==> src/rtl/edge_rate_meter_pkg.sv <==
// Shared definitions for the edge-rate measurement path: FSM encoding and
// synchronizer depth.
package edge_rate_meter_pkg;

   localparam int SYNC_STAGES = 2;

   typedef enum logic [1:0] {
      ST_IDLE = 2'd0,
      ST_GATE = 2'd1,
      ST_DONE = 2'd2
   } state_t;

endpackage

==> src/rtl/edge_rate_meter_sync.sv <==
// Brings an asynchronous level into the clk domain and emits a one-cycle
// pulse on each synchronized rising transition.
module sync_edge_detect
   import edge_rate_meter_pkg::*;
(
   input  logic clk,
   input  logic rst_n,
   input  logic i_sig,
   output logic o_rise
);

   logic [SYNC_STAGES-1:0] r_sync;
   logic                   r_dly;

   always_ff @(posedge clk or negedge rst_n) begin
      if (!rst_n) begin
         r_sync <= '0;
         r_dly  <= 1'b0;
      end else begin
         r_sync <= {r_sync[SYNC_STAGES-2:0], i_sig};
         r_dly  <= r_sync[SYNC_STAGES-1];
      end
   end

   assign o_rise = r_sync[SYNC_STAGES-1] & ~r_dly;

endmodule

==> src/rtl/edge_rate_meter.sv <==
// Counts synchronized rising edges of sig_in over a fixed window of
// GATE_CYCLES clk cycles and reports the latched result with a valid strobe.
module edge_rate_meter
   import edge_rate_meter_pkg::*;
#(
   parameter int GATE_CYCLES = 256,
   parameter int CNT_W       = 16
) (
   input  logic             clk,
   input  logic             reset,
   input  logic             sig_in,
   input  logic             start,
   input  logic             continuous,
   output logic [CNT_W-1:0] count,
   output logic             valid,
   output logic             busy,
   output logic             overflow
);

   localparam int               TMR_W    = $clog2(GATE_CYCLES);
   localparam logic [TMR_W-1:0] TMR_LAST = TMR_W'(GATE_CYCLES - 1);
   localparam logic [CNT_W-1:0] CNT_MAX  = '1;

   state_t           r_state;
   logic [TMR_W-1:0] r_tmr;
   logic [CNT_W-1:0] r_cnt;
   logic [CNT_W-1:0] r_count;
   logic             r_valid;
   logic             r_busy;
   logic             r_ovf;

   logic             w_edge;
   logic             w_sat;
   logic [CNT_W-1:0] w_cnt_next;
   logic             w_ovf_next;

   sync_edge_detect u_sync (
      .clk    (clk),
      .rst_n  (reset),
      .i_sig  (sig_in),
      .o_rise (w_edge)
   );

   // An edge arriving with the counter already at max is the overflow event.
   assign w_sat      = w_edge && (r_cnt == CNT_MAX);
   assign w_cnt_next = (w_edge && !w_sat) ? r_cnt + 1'b1 : r_cnt;
   assign w_ovf_next = r_ovf | w_sat;

   always_ff @(posedge clk or negedge reset) begin
      if (!reset) begin
         r_state <= ST_IDLE;
         r_tmr   <= '0;
         r_cnt   <= '0;
         r_count <= '0;
         r_valid <= 1'b0;
         r_busy  <= 1'b0;
         r_ovf   <= 1'b0;
      end else begin
         r_valid <= 1'b0;
         case (r_state)
            ST_IDLE: begin
               if (start) begin
                  r_state <= ST_GATE;
                  r_busy  <= 1'b1;
                  r_tmr   <= '0;
                  r_cnt   <= '0;
                  r_ovf   <= 1'b0;
               end
            end
            ST_GATE: begin
               r_cnt <= w_cnt_next;
               r_ovf <= w_ovf_next;
               // The final window cycle's edge is folded into the latched result.
               if (r_tmr == TMR_LAST) begin
                  r_state <= ST_DONE;
                  r_count <= w_cnt_next;
                  r_valid <= 1'b1;
               end else begin
                  r_tmr <= r_tmr + 1'b1;
               end
            end
            ST_DONE: begin
               if (continuous) begin
                  r_state <= ST_GATE;
                  r_tmr   <= '0;
                  r_cnt   <= '0;
                  r_ovf   <= 1'b0;
               end else begin
                  r_state <= ST_IDLE;
                  r_busy  <= 1'b0;
               end
            end
            default: begin
               r_state <= ST_IDLE;
               r_busy  <= 1'b0;
            end
         endcase
      end
   end

   assign count    = r_count;
   assign valid    = r_valid;
   assign busy     = r_busy;
   assign overflow = r_ovf;

endmodule

==> config.mk <==
export PLATFORM = sky130hd
export DESIGN_NAME = edge_rate_meter
export DESIGN_NICKNAME = d
export VERILOG_FILES = /design/src/rtl/edge_rate_meter_pkg.sv /design/src/rtl/edge_rate_meter_sync.sv /design/src/rtl/edge_rate_meter.sv
export SDC_FILE = /design/constraint.sdc
export NUM_CORES = 1
export LEC_CHECK = 0
export ABC_CLOCK_PERIOD_IN_PS = 4500
export CAP_MARGIN = 20
export CORE_MARGIN = 2
export CORE_UTILIZATION = 63
export CTS_BUF_LIST = sky130_fd_sc_hd__clkbuf_2 sky130_fd_sc_hd__clkbuf_4 sky130_fd_sc_hd__clkbuf_8
export DETAILED_ROUTE_END_ITERATION = 8
export PLACE_DENSITY = 0.86
export SYNTH_ARGS = -nofsm -noshare
export SYNTH_HDL_FRONTEND = slang
export SYNTH_HIERARCHICAL = 1
export SYNTH_SLANG_ARGS = --single-unit
export TNS_END_PERCENT = 20
==> constraint.sdc <==
create_clock -name clk -period 4.5 [get_ports clk]
set_clock_uncertainty 0.15 [all_clocks]
set_input_delay 0.9 -clock clk [delete_from_list [all_inputs] [get_ports clk]]
set_output_delay 0.9 -clock clk [all_outputs]
set_load 0.1 [all_outputs]
==> flow_metrics.env <==
export IMPL_synth_edff_count=0
export IMPL_syn_area_sq_mm=0.00258
export IMPL_path_delay_family="buffers and inverters"
export IMPL_worst_hold_path_num_cells=0
export IMPL_fin_crit_ns=2.91
export IMPL_clk_latency_ns=0.30
export IMPL_h_tree_depth=2
export IMPL_tns_ns=0
export IMPL_relSlewSlack_pct=34.4
export IMPL_synth_common_cells="dfrtp_1 (48), nand2_1 (26), a31oi_1 (22)"
export IMPL_crit_fanout=31
export IMPL_criticalPathCategory="reg2reg"
export IMPL_async_flop_share_pct=100
export IMPL_internal_power_mw=0.737
export IMPL_nets=301
export IMPL_grt_pass1_wl_mm=9.80
export IMPL_start_util_pct=65.0
export IMPL_yosys_area_top_type="dfrtp_1"
export IMPL_clock_root_buffer="clkbuf_8"
export IMPL_drc=0
export IMPL_ir_worst_vdd_mv=0.272
export IMPL_hold_path_class="reg2reg"
export IMPL_drt_iter0_drc=254
export IMPL_dp_hpwl_mm=3.74
export IMPL_switching_share_pct=35.8
export IMPL_fin_area_sq_mm=0.00290
export IMPL_clock_path_buffers=2
export IMPL_grt_pass1_vias=2155
export IMPL_track_usage_pct=28.0
export IMPL_core_area_sq_mm=0.00397
export IMPL_synth_avg_cell_area_sq_um=9.08
export IMPL_power_switching_mw=0.410
export IMPL_path_depth=6
export IMPL_outcome="complete, no violations"
export IMPL_fin_crit_sh_pct=64.7
export IMPL_p_clk_share_pct=24.0
export IMPL_ctsHoldBuffers=0
export IMPL_critical_path_startpoint_type="flip-flop"
export IMPL_post_cts_buffers=0
export IMPL_dieArea_sq_mm=0.00462
export IMPL_rsz0062_at_grt="no"
export IMPL_drt_first_pass_iters=5
export IMPL_crit_path_max_incr_delay_ns=0.77
export IMPL_worst_setup_path_end_kind="flip-flop"
export IMPL_place_area_sq_mm=0.00278
export IMPL_drive_above_1_share_pct=7.12
export IMPL_vias=2282
export IMPL_synth_cell_type_count=46
export IMPL_power_leakage_nw=1.17
export IMPL_n_antenna_cell=0
export IMPL_drtAntennaViolNets=0
export IMPL_p_comb_share_pct=22.2
export IMPL_r2r_cells=6
export IMPL_syn_num_nets=291
export IMPL_cts_tree="built"
export IMPL_area_growth_pct=12.5
export IMPL_ys_seq_area_share_pct=46.6
export IMPL_synth_top_area_share_pct=46.6
export IMPL_fp_dieH_um=68.0
export IMPL_synth_area_leaders="dfrtp_1 (47%), a31oi_1 (5.3%), nand2_1 (3.8%), nand3_1 (3.5%), a21oi_1 (3.3%)"
export IMPL_ys_warn_count=6
export IMPL_required_ns=4.59
export IMPL_ys_ff_latch=48
export IMPL_viasPerCell=6.61
export IMPL_dpl_cell_count=336
export IMPL_finalHoldViolCount=0
export IMPL_worst_slew_pin_slew_ns=0.974
export IMPL_hold_ws_ns=0.216
export IMPL_finalWirelength_mm=5.61
export IMPL_path_clk_slew_ns=0.09
export IMPL_crit_top_cell="nand3_1"
export IMPL_synth_main_ff_cell="dfrtp_1"
export IMPL_clock_sinks=48
export IMPL_slowest_stage="inv_1"
export IMPL_place_gp_congestion=0.913
export IMPL_crit_chain="nor2b_1 -> buf_4 -> nand3_1 -> inv_1 -> o311ai_0 -> nand3_1"
export IMPL_numCtsBuffers=5
export IMPL_fmax_ghz=0.344
export IMPL_worst_path_buf_inv=2
export IMPL_port_buffer_count=23
export IMPL_grt_overflow_total=0
export IMPL_syn_inst=284
export IMPL_arrival_ns=3.00
export IMPL_finalSetupViolCount=0
export IMPL_rows=23
export IMPL_ios=24
export IMPL_power_density_mw_per_mm2=395
export IMPL_yosysMostFrequentCell="dfrtp_1"
export IMPL_post_cts_resized=0
export IMPL_die_x_um=68.0
export IMPL_wl_per_cell_um=16.2
export IMPL_seq_power_share_pct=53.8
export IMPL_drv_cap=0
export IMPL_grt_max_degree=49
export IMPL_final_cells=345
export IMPL_antenna_found_initial=0
export IMPL_final_max_slew_viol_count=0
-- metrics by stage --
stage	utilization, %	total power [mW]	setup slack (ns)
floorplan	-	0.805	2.44
global placement	70.1	0.863	1.58
detailed placement	70.1	0.873	1.49
CTS	72.6	1.15	1.59
global route	73.1	1.22	1.28
finish	73.1	1.15	1.59
-- flip-flops by register name (all words and copies together) (netlist names) --
signal         flops
r_state            2
u_sync/r_dly       1
r_tmr              8
busy               1
valid              1
count             16
u_sync/r_sync      2
overflow           1
r_cnt             16
-- layout by cell type (no fill, tap or decap), drive strengths merged, types with 2 or more instances in the layout --
master / netlist / final
dfrtp: 48 / 48
nand2: 26 / 26
a31oi: 22 / 22
clkdlybuf4s50: 0 / 22
nand3: 20 / 20
a21oi: 17 / 17
o21ai: 15 / 15
nor2: 14 / 14
o31ai: 11 / 11
and3: 10 / 10
nor3: 9 / 9
inv: 8 / 8
or4: 8 / 8
clkbuf: 12 / 7
nand4: 6 / 6
or3: 6 / 6
nor4: 5 / 5
o211ai: 5 / 5
a41oi: 4 / 4
buf: 11 / 4
and4: 3 / 3
nand2b: 2 / 2
a21o: 2 / 2
o31a: 2 / 2
ha: 2 / 2
nor2b: 2 / 2
o41ai: 2 / 2
-- cells by family (layout without fill, tap and decap cells) --
kind of cell	Yosys count	after routing	synth area share (%)
flip-flops	48	48	46.6
buffers and inverters	31	42	5.00
adder cells (fa/ha/maj)	2	2	0.970
AND/OR/NAND/NOR	111	111	23.4
AO/OA/AOI/OAI	91	91	23.8
XOR/XNOR	1	1	0.340
-- layout make-up --
cell class | instances | area (sq um)
Clock buffer | 7 | 90.1
Clock inverter | 1 | 7.51
Fill cell | 301 | 1070
Inverter | 8 | 30.0
Multi-Input combinational cell | 205 | 1250
Sequential cell | 48 | 1200
Tap cell | 50 | 62.6
Timing Repair Buffer | 26 | 260
-- per-layer routing --
layer	wire length [um]	up-vias	part of all wire, %	track usage [%]
li1	-	1107	-	-
met1	2410	1082	43	36.9
met2	2800	86	50	47.8
met3	342	7	6.1	5.92
met4	51	0	0.91	5.75
met5	0	-	0	0
-- final timing paths --
check | startpoint | to | slack, ns
max in group asynchronous | reset | r_tmr[3] | 3.36
min | u_sync/r_sync[0] | u_sync/r_sync[1] | 0.22
max reg2reg | r_state[1] | count[11] | 1.59
min reg2reg | u_sync/r_sync[0] | u_sync/r_sync[1] | 0.22
min in group asynchronous | reset | count[11] | 0.34
max | r_state[1] | count[11] | 1.59
-- power by group through the flow --
stage	sequential, mW	clock [mW]	combinational [mW]
2_1_floorplan	0.621	0	0.183
3_3_place_gp	0.617	0	0.246
3_5_place_dp	0.620	0	0.253
4_1_cts	0.613	0.280	0.253
5_1_grt	0.633	0.297	0.290
6_report	0.617	0.275	0.255
No activity file was read; power rests on OpenSTA's default activity.
